`src/rtl/dog_pkg.sv`:
```
// dog_pkg
// Shared definitions for the toy dog behaviour controller.
//   - MOOD_* : 3-bit mood codes that go to the 7-segment decoder as {A,B,C}.
//   - state_t: FSM state encoding. Each state's value equals its mood code, so the
//              state register can drive the display pins directly.
//   - max_int: helper used when sizing the dwell timer.
package dog_pkg;

  localparam logic [2:0] MOOD_SLEEP  = 3'b000;
  localparam logic [2:0] MOOD_IDLE   = 3'b001;
  localparam logic [2:0] MOOD_HAPPY  = 3'b010;
  localparam logic [2:0] MOOD_HUNGRY = 3'b011;
  localparam logic [2:0] MOOD_EATING = 3'b100;
  localparam logic [2:0] MOOD_BARK   = 3'b101;

  typedef enum logic [2:0] {
    ST_SLEEP  = MOOD_SLEEP,
    ST_IDLE   = MOOD_IDLE,
    ST_HAPPY  = MOOD_HAPPY,
    ST_HUNGRY = MOOD_HUNGRY,
    ST_EATING = MOOD_EATING,
    ST_BARK   = MOOD_BARK
  } state_t;

  function automatic int max_int(input int a, input int b);
    return (a > b) ? a : b;
  endfunction

endpackage

```
`src/rtl/sync_edge.sv`:
```
// sync_edge
// Brings one asynchronous level into the clk domain through two flops, then
// emits a single-cycle pulse when the synchronized level goes from 0 to 1.
// A level that stays high therefore produces exactly one pulse.
// Ports:
//   clk   in  system clock
//   reset in  asynchronous active-high reset, clears every flop
//   din   in  asynchronous input level
//   rise  out one-cycle pulse on a synchronized rising edge
module sync_edge (
  input  logic clk,
  input  logic reset,
  input  logic din,
  output logic rise
);

  logic sync_meta;
  logic sync_q;
  logic sync_d;

  // Two synchronizer stages followed by one history flop for edge detection.
  always_ff @(posedge clk or posedge reset) begin
    if (reset) begin
      sync_meta <= 1'b0;
      sync_q    <= 1'b0;
      sync_d    <= 1'b0;
    end else begin
      sync_meta <= din;
      sync_q    <= sync_meta;
      sync_d    <= sync_q;
    end
  end

  assign rise = sync_q & ~sync_d;

endmodule

```
`src/rtl/dog_behavior_fsm.sv`:
```
// dog_behavior_fsm
// Behaviour controller for the toy dog. Samples the pet and feed buttons (and the
// noise sensor when barking is built in), and runs a timed mood state machine.
// The registered mood code drives the 7-segment decoder stage downstream.
// Optional feature macro: DOG_BARK_EN (noise input, BARK state and its dwell).
// Ports:
//   clk      in  system clock
//   reset    in  asynchronous active-high reset (state IDLE, code 001)
//   btn_pet  in  debounced pet button level (asynchronous)
//   btn_feed in  debounced feed button level (asynchronous)
//   noise    in  sound sensor level (asynchronous), used only with DOG_BARK_EN
//   A,B,C    out mood code MSB..LSB, straight from the state register
module dog_behavior_fsm #(
  parameter int TICK_DIV     = 50_000_000,
  parameter int IDLE_TICKS   = 10,
  parameter int HUNGER_TICKS = 20,
  parameter int EAT_TICKS    = 3,
  parameter int HAPPY_TICKS  = 5,
  parameter int BARK_TICKS   = 2
) (
  input  logic clk,
  input  logic reset,
  input  logic btn_pet,
  input  logic btn_feed,
  input  logic noise,
  output logic A,
  output logic B,
  output logic C
);
  import dog_pkg::*;

  localparam int MAX_TICKS = max_int(max_int(max_int(IDLE_TICKS, HUNGER_TICKS),
                                             max_int(EAT_TICKS, HAPPY_TICKS)),
                                     BARK_TICKS);
  localparam int TIMER_W = $clog2(MAX_TICKS) + 1;
  localparam int PRESC_W = (TICK_DIV > 1) ? $clog2(TICK_DIV) : 1;

  state_t              state;
  state_t              state_next;
  logic                load;
  logic [TIMER_W-1:0]  timer;
  logic [TIMER_W-1:0]  dwell_load;
  logic [PRESC_W-1:0]  presc;
  logic                tick;
  logic                timeout;
  logic                feed_ev;
  logic                pet_ev;

  sync_edge u_feed_sync (
    .clk   (clk),
    .reset (reset),
    .din   (btn_feed),
    .rise  (feed_ev)
  );

  sync_edge u_pet_sync (
    .clk   (clk),
    .reset (reset),
    .din   (btn_pet),
    .rise  (pet_ev)
  );

`ifdef DOG_BARK_EN
  logic noise_ev;

  sync_edge u_noise_sync (
    .clk   (clk),
    .reset (reset),
    .din   (noise),
    .rise  (noise_ev)
  );
`else
  logic unused_noise;
  assign unused_noise = noise;
`endif

  assign tick    = (presc == PRESC_W'(TICK_DIV - 1));
  assign timeout = tick && (timer == TIMER_W'(1));

  // Dwell length for the state being entered. HUNGRY has no timeout, so it loads
  // zero and the timer then sits there without decrementing.
  always_comb begin
    dwell_load = '0;
    case (state_next)
      ST_IDLE:   dwell_load = TIMER_W'(IDLE_TICKS);
      ST_SLEEP:  dwell_load = TIMER_W'(HUNGER_TICKS);
      ST_EATING: dwell_load = TIMER_W'(EAT_TICKS);
      ST_HAPPY:  dwell_load = TIMER_W'(HAPPY_TICKS);
      ST_BARK:   dwell_load = TIMER_W'(BARK_TICKS);
      default:   dwell_load = '0;
    endcase
  end

  // Next-state logic. Events are one-cycle pulses and are checked in priority
  // order feed > pet > noise > timeout; an event a state ignores is simply lost.
  // 'load' marks every state entry, including HAPPY re-entering itself on a pet,
  // so the dwell timer and prescaler restart from a clean boundary.
  always_comb begin
    state_next = state;
    load       = 1'b0;
    case (state)
      ST_IDLE: begin
        if (feed_ev) begin
          state_next = ST_EATING;
          load       = 1'b1;
        end else if (pet_ev) begin
          state_next = ST_HAPPY;
          load       = 1'b1;
`ifdef DOG_BARK_EN
        end else if (noise_ev) begin
          state_next = ST_BARK;
          load       = 1'b1;
`endif
        end else if (timeout) begin
          state_next = ST_SLEEP;
          load       = 1'b1;
        end
      end
      ST_SLEEP: begin
        if (feed_ev) begin
          state_next = ST_EATING;
          load       = 1'b1;
        end else if (pet_ev) begin
          state_next = ST_IDLE;
          load       = 1'b1;
`ifdef DOG_BARK_EN
        end else if (noise_ev) begin
          state_next = ST_BARK;
          load       = 1'b1;
`endif
        end else if (timeout) begin
          state_next = ST_HUNGRY;
          load       = 1'b1;
        end
      end
      ST_HUNGRY: begin
        if (feed_ev) begin
          state_next = ST_EATING;
          load       = 1'b1;
        end
      end
      ST_EATING: begin
        if (timeout) begin
          state_next = ST_HAPPY;
          load       = 1'b1;
        end
      end
      ST_HAPPY: begin
        if (feed_ev) begin
          state_next = ST_EATING;
          load       = 1'b1;
        end else if (pet_ev) begin
          state_next = ST_HAPPY;
          load       = 1'b1;
        end else if (timeout) begin
          state_next = ST_IDLE;
          load       = 1'b1;
        end
      end
`ifdef DOG_BARK_EN
      ST_BARK: begin
        if (timeout) begin
          state_next = ST_IDLE;
          load       = 1'b1;
        end
      end
`endif
      default: begin
        // Unused encodings (and BARK when it is not built in) recover to IDLE.
        state_next = ST_IDLE;
        load       = 1'b1;
      end
    endcase
  end

  // State register plus dwell timer and tick prescaler. On each state entry the
  // prescaler restarts at 0 so a dwell of N ticks lasts exactly N*TICK_DIV cycles.
  // The timer saturates at zero rather than wrapping.
  always_ff @(posedge clk or posedge reset) begin
    if (reset) begin
      state <= ST_IDLE;
      presc <= '0;
      timer <= TIMER_W'(IDLE_TICKS);
    end else if (load) begin
      state <= state_next;
      presc <= '0;
      timer <= dwell_load;
    end else begin
      presc <= tick ? '0 : presc + PRESC_W'(1);
      if (tick && (timer != '0)) begin
        timer <= timer - TIMER_W'(1);
      end
    end
  end

  assign {A, B, C} = state;

endmodule

```
`config.mk`:
```
export PLATFORM = sky130hd
export DESIGN_NAME = dog_behavior_fsm
export DESIGN_NICKNAME = d
export VERILOG_FILES = /design/src/rtl/dog_pkg.sv /design/src/rtl/sync_edge.sv /design/src/rtl/dog_behavior_fsm.sv
export SDC_FILE = /design/constraint.sdc
export NUM_CORES = 1
export LEC_CHECK = 0
export CORE_UTILIZATION = 54
export CTS_CLUSTER_DIAMETER = 200
export DETAILED_ROUTE_END_ITERATION = 7
export MAX_ROUTING_LAYER = met4
export PLACE_DENSITY = 0.74
export SLEW_MARGIN = 20
export SYNTH_ARGS = -nofsm -noshare
export SYNTH_HDL_FRONTEND = slang
export SYNTH_SLANG_ARGS = --single-unit
```
`constraint.sdc`:
```
create_clock -name clk -period 2.4 [get_ports clk]
set_input_delay 0.48 -clock clk [delete_from_list [all_inputs] [get_ports clk]]
set_output_delay 0.48 -clock clk [all_outputs]
set_load 0.02 [all_outputs]
```
Yosys cells after proc, flatten, opt, wreduce, memory -nomap -nowiden
Index checks and enable logic that the tools add are counted.

cells by class
  add/subtract/negate cells = 2
  equal/unequal tests = 10
  muxes and demuxes = 22
  bitwise operators = 4
  reduce and logical (&&, ||, !) cells = 7

operator list
  cell                                                                 number
  26-bit two-way mux                                                   2
  3-bit two-way mux                                                    11
  26-bit by 1-bit adder with 26-bit output (second input constant)     1
  26-bit == test (second input constant)                               1
  5-bit one-hot mux with 5 select lines                                1
  3-bit one-hot mux with 5 select lines                                1
  6-bit two-way mux                                                    2
  3-bit by 2-bit == test with 1-bit output (second input constant)     3
  3-bit == test (second input constant)                                3
  3-bit by 1-bit == test with 1-bit output (second input constant)     2
  6-bit by 1-bit == test with 1-bit output (second input constant)     1
  3-bit zero test                                                      2
  6-bit nonzero test                                                   1
  6-bit by 1-bit subtractor with 6-bit output (second input constant)  1
  1-bit two-way mux                                                    4
  1-bit one-hot mux with 3 select lines                                1
  3-bit OR reduction                                                   1
  1-bit AND                                                            2
  1-bit logical AND                                                    2
  1-bit inverter                                                       2
  2-bit nonzero test                                                   1

word-level totals
  bits in registers = 41
  input port bits = 5
  output and inout bits = 3
  logic and storage cells = 54

Logic depth before layout (Yosys ltp)
  depth in word-level cells = 9
  depth in mapped cells = 9

Modules after synthesis
A second synthesis with hierarchy kept.

unflattened totals
  cells, all modules = 224
  area, all modules = 2210.9 µm²

by module, submodules not included
  module            times used  cells an instance  area each (µm²)  sequential area each (µm²)
  dog_behavior_fsm  1           214                2025.7           879.6
  sync_edge         2           5                  92.6             75.1

Worst setup path after synthesis
OpenSTA, ideal clock, no wires.

  path kind = reg2reg
  from = register presc[0]
  to = register timer[2]
  setup time = 0.125 ns
  arrival time = 2.243 ns
  required time = 2.275 ns
  path slack = 0.032 ns
  stages on the path, launching flop included = 9
  path buffers = 0
  clock period less this slack = 2.368 ns
  cells stage by stage = dfrtp_1 -> ha_1 -> nand3_1 -> or4_4 -> nor3_4 -> a21boi_4 -> nand2_1 -> xnor2_1 -> mux2_2

between the ends
  cells in the longest elaborated chain, start to end = 9
  elaborated cells between the ends (all ways) = 26

ends and longest elaborated chain
  element                                      line                                                                       source
  from (decl)                                  dog_behavior_fsm.sv:43                                                     logic [PRESC_W-1:0] presc;
  from (signal assigned)                       dog_behavior_fsm.sv:189                                                    presc <= tick ? '0 : presc + PRESC_W'(1);
  26-bit == test (*)                           dog_behavior_fsm.sv:77                                                     assign tick = (presc == PRESC_W'(TICK_DIV - 1));
  1-bit logical AND                            dog_behavior_fsm.sv:78                                                     assign timeout = tick && (timer == TIMER_W'(1));
  3-bit two-way mux, on equally long branches  dog_behavior_fsm.sv:155, dog_behavior_fsm.sv:114, dog_behavior_fsm.sv:131
  3-bit two-way mux, on equally long branches  dog_behavior_fsm.sv:152, dog_behavior_fsm.sv:106, dog_behavior_fsm.sv:123
  3-bit two-way mux, on equally long branches  dog_behavior_fsm.sv:149, dog_behavior_fsm.sv:103, dog_behavior_fsm.sv:120
  3-bit one-hot mux with 5 select lines        dog_behavior_fsm.sv:101                                                    case (state)
  3-bit == test, or another cell as far along  dog_behavior_fsm.sv:84                                                     case (state_next)
  5-bit one-hot mux with 5 select lines        dog_behavior_fsm.sv:84
  6-bit two-way mux                            dog_behavior_fsm.sv:184                                                    end else if (load) begin
  to (signal assigned)                         dog_behavior_fsm.sv:183                                                    timer <= TIMER_W'(IDLE_TICKS);
  to (signal assigned)                         dog_behavior_fsm.sv:187                                                    timer <= dwell_load;
  to (signal assigned)                         dog_behavior_fsm.sv:191                                                    timer <= timer - TIMER_W'(1);
  to (decl)                                    dog_behavior_fsm.sv:41                                                     logic [TIMER_W-1:0] timer;

Every way passes the cells marked *; elsewhere a longest branch is shown, timed or not.
A chain may end at the register's enable or synchronous reset.

Worst setup path after layout
Ends and elaborated chain as after synthesis.

==> impl_metrics.yaml <==
timing:
  worst_pin_slew_ns: 0.5092
  finalSetupTns_ns: 0
  fin_skew_ns: 0.01365
  timing.hold.ws_ns: 0.3538
  fin_crit_sh: 0.9522
  max-slew-margin-rel: 0.6605
  hold_viol: 0
  rsz0062_at_grt: "yes"
  slew_viol_final: 0
  max_freq_mhz: 437.6
  setup_viol: 0
  layout_min_cycle_time_ns: 2.285
routing:
  antenna_left: 0
  dr.pass1.iters: 4
  drc: 0
  wl_per_cell_microns: 13.75
  detail_route.iter0.violations: 115
  wirelength_microns: 4085
  vias_per_cell: 5.481
  via_count: 1628
pwr:
  p_int_mw: 1.541
  powerDensity_nw_per_um2: 887.3
  seq_power_share: 0.393
  comb_power_share: 0.320
  p_clk_frac: 0.287
  swShare: 0.3231
  finalPower_mw: 2.277
  peakVddDrop_mv: 0.4325
  p_switching_uw: 735.8
  leakage_nw: 1.104
floorplan:
  core.rowCount: 22
  die_x_microns: 65.13
  die_h_microns: 65.13
  pin_count: 8
  start_util: 0.5749
  dieArea_sq_um: 4242
  core-area_sq_um: 3744
global_routing:
  grt_start_max_net_pins: 42
  grt_pass1_vias: 1548
  overflow: 0
  antenna_found_initial: 0
  grt_pass1_wl_microns: 7058
  grtUsageTotal: 0.2273
finish:
  nNetsFinal: 257
  multi_input_area_sq_um: 1082
  drive_gt1_frac: 0.1968
  regArea_sq_um: 1030
  syn_to_final_growth_pct: 19.24
  antenna_cells: 0
  fill_cells: 296
  utilization: 0.6855
synthesis:
  synth_top_cell_area_share: 0.4419
  synth_warnings: 0
  synthCells: 219
  synth-seq-cells: 41
  synth_area_leader_cell: "dfrtp_1"
  synth_nets: 228
  synth_area_per_cell_sq_um: 9.827
  synth-edff-count: 0
  synthArstFlopShare: 1.000
  synth.distinct_cells: 50
  netlist_area_sq_um: 2152
  synthTopCellsByArea: "dfrtp_1, nor2_1, xor2_1, xnor2_1, dfstp_2"
  synthFlopType: "dfrtp_1"
  yosysSeqAreaShare: 0.4785
critical_path:
  worstSetupPathType: "register to register"
  cp.required_ns: 2.59
  arrival_ns: 2.47
  crit_fanout: 5
  critPathLaunchType: "register"
  cp-end-kind: "register"
clock_network:
  cts.clk_slew.worst_paths_ns: 0.08
  numCtsBuffers: 5
  cts_hold_buf: 0
  cts_max_level: 2
  cts_root_buf: "clkbuf_8"
  cts_tree: "built"
  clock_latency_ns: 0.30
  clock-sinks: 41
  clock_path_buffers: 2
run_status:
  status: "complete, no violations"
worst_hold_path:
  hold_path.class: "register to register"
place:
  port_buffers: 6
  gp_congestion: 0.8581
  hpwlAfterDp_microns: 2852
run:
  drv_cap: 0
-- cells in the mapped netlist, types with 2 or more instances --
master    count
nand3_2       2
buf_2         3
dfrtp_1      38
nand4_1       9
o21ai_1       2
a31oi_1       2
xor2_1       14
nand2_1      12
nor4_1        5
nor2_1       43
ha_1          4
o21ai_0       6
nand2b_1      4
nand3_1      10
dfstp_2       3
a21oi_1       2
nand3b_1      2
nor2b_1       3
nor3_1        6
xnor2_1      12
and3_1        2
inv_1         7
-- logic make-up after synthesis --
logic type,after synthesis,synth area share
XOR/XNOR,26,0.1058
AO/OA/AOI/OAI,23,0.07792
multiplexers,2,0.009884
adder cells (fa/ha/maj),4,0.02326
flip-flops,41,0.4785
AND/OR/NAND/NOR,111,0.2785
buffers and inverters,12,0.02616
-- layout make-up --
cell class / instances / share of cell area
sequential: 41 / 0.4013
clock inverter: 3 / 0.02535
multi-input combinational: 166 / 0.4217
timing repair buffer: 27 / 0.09117
clock buffer: 5 / 0.02682
inverter: 7 / 0.01024
tap: 48 / 0.02340
-- power by group through the flow --
stage                     Clock, mW  Sequential (mW)  Combinational (mW)
final                         0.654            0.895               0.728
after global routing          0.691            0.911               0.813
after CTS                     0.665            0.893               0.720
after detailed placement          0            0.906               0.716
after global placement            0            0.902               0.705
after floorplan                   0            0.894               0.476
-- final timing paths --
path	startpoint	end	slack, ns	depth (start not counted)
worst max-delay path	presc[0]	timer[2]	0.11	9
worst min-delay path	u_pet_sync.sync_meta	u_pet_sync.sync_q	0.35	0
worst max register to register	presc[0]	timer[2]	0.11	9
worst min register to register	u_pet_sync.sync_meta	u_pet_sync.sync_q	0.35	0
max in group asynchronous	reset	timer[3]	1.43	3
min in group asynchronous	reset	state[2]	0.61	3
-- critical path, stage by stage, from the launching register on --
cell      delay [ns]
dfrtp_1         0.35
ha_1            0.17
nand3_1         0.12
or4_4           0.54
nor3_4          0.15
buf_6           0.14
o31ai_2         0.06
or2_1           0.25
a21boi_1        0.14
mux2_2          0.27
-- state kept, by name, summed over array words and instances (netlist names) --
signal	flops
u_pet_sync.sync_meta	1
state	3
u_feed_sync.sync_d	1
timer	6
u_pet_sync.sync_q	1
u_feed_sync.sync_q	1
presc	26
u_feed_sync.sync_meta	1
u_pet_sync.sync_d	1
-- per-stage QoR --
stage | area (sq um) | setup WS [ns] | instances
detailed placement | 2412 | 0.02543 | 289
finish | 2566 | 0.1147 | 297
global route | 2566 | -0.01888 | 297
global placement | 2412 | 0.05321 | 289
CTS | 2546 | 0.02097 | 297
floorplan | 2152 | 0.03214 | 219
-- repair_timing --
item / in CTS / in global routing
buffers inserted: 0 / 0
endpoints found under the setup margin: 0 / 30
gates resized for setup: 0 / 6
-- metal layers --
layer / up-vias / wire length, microns / global-route usage
met5: - / 0 / -
met4: 0 / 48 / 0.07337
met3: 7 / 117 / 0.04688
met2: 29 / 1953 / 0.3581
met1: 777 / 1966 / 0.2966
li1: 815 / - / -
-- layout by cell type, fill, tap and decap left out, types with 3 or more instances in the layout --
cell / synthesis / final
nor2_1: 43 / 43
dfrtp_1: 38 / 38
buf_4: 0 / 19
xor2_1: 14 / 14
nand2_1: 12 / 12
xnor2_1: 12 / 12
nand3_1: 10 / 10
nand4_1: 9 / 9
inv_1: 7 / 7
o21ai_0: 6 / 6
nor3_1: 6 / 6
clkdlybuf4s50_1: 0 / 6
clkbuf_8: 0 / 5
nor4_1: 5 / 4
nand2b_1: 4 / 4
ha_1: 4 / 4
nor2b_1: 3 / 3
dfstp_2: 3 / 3
(Power assumes the default switching activity.)
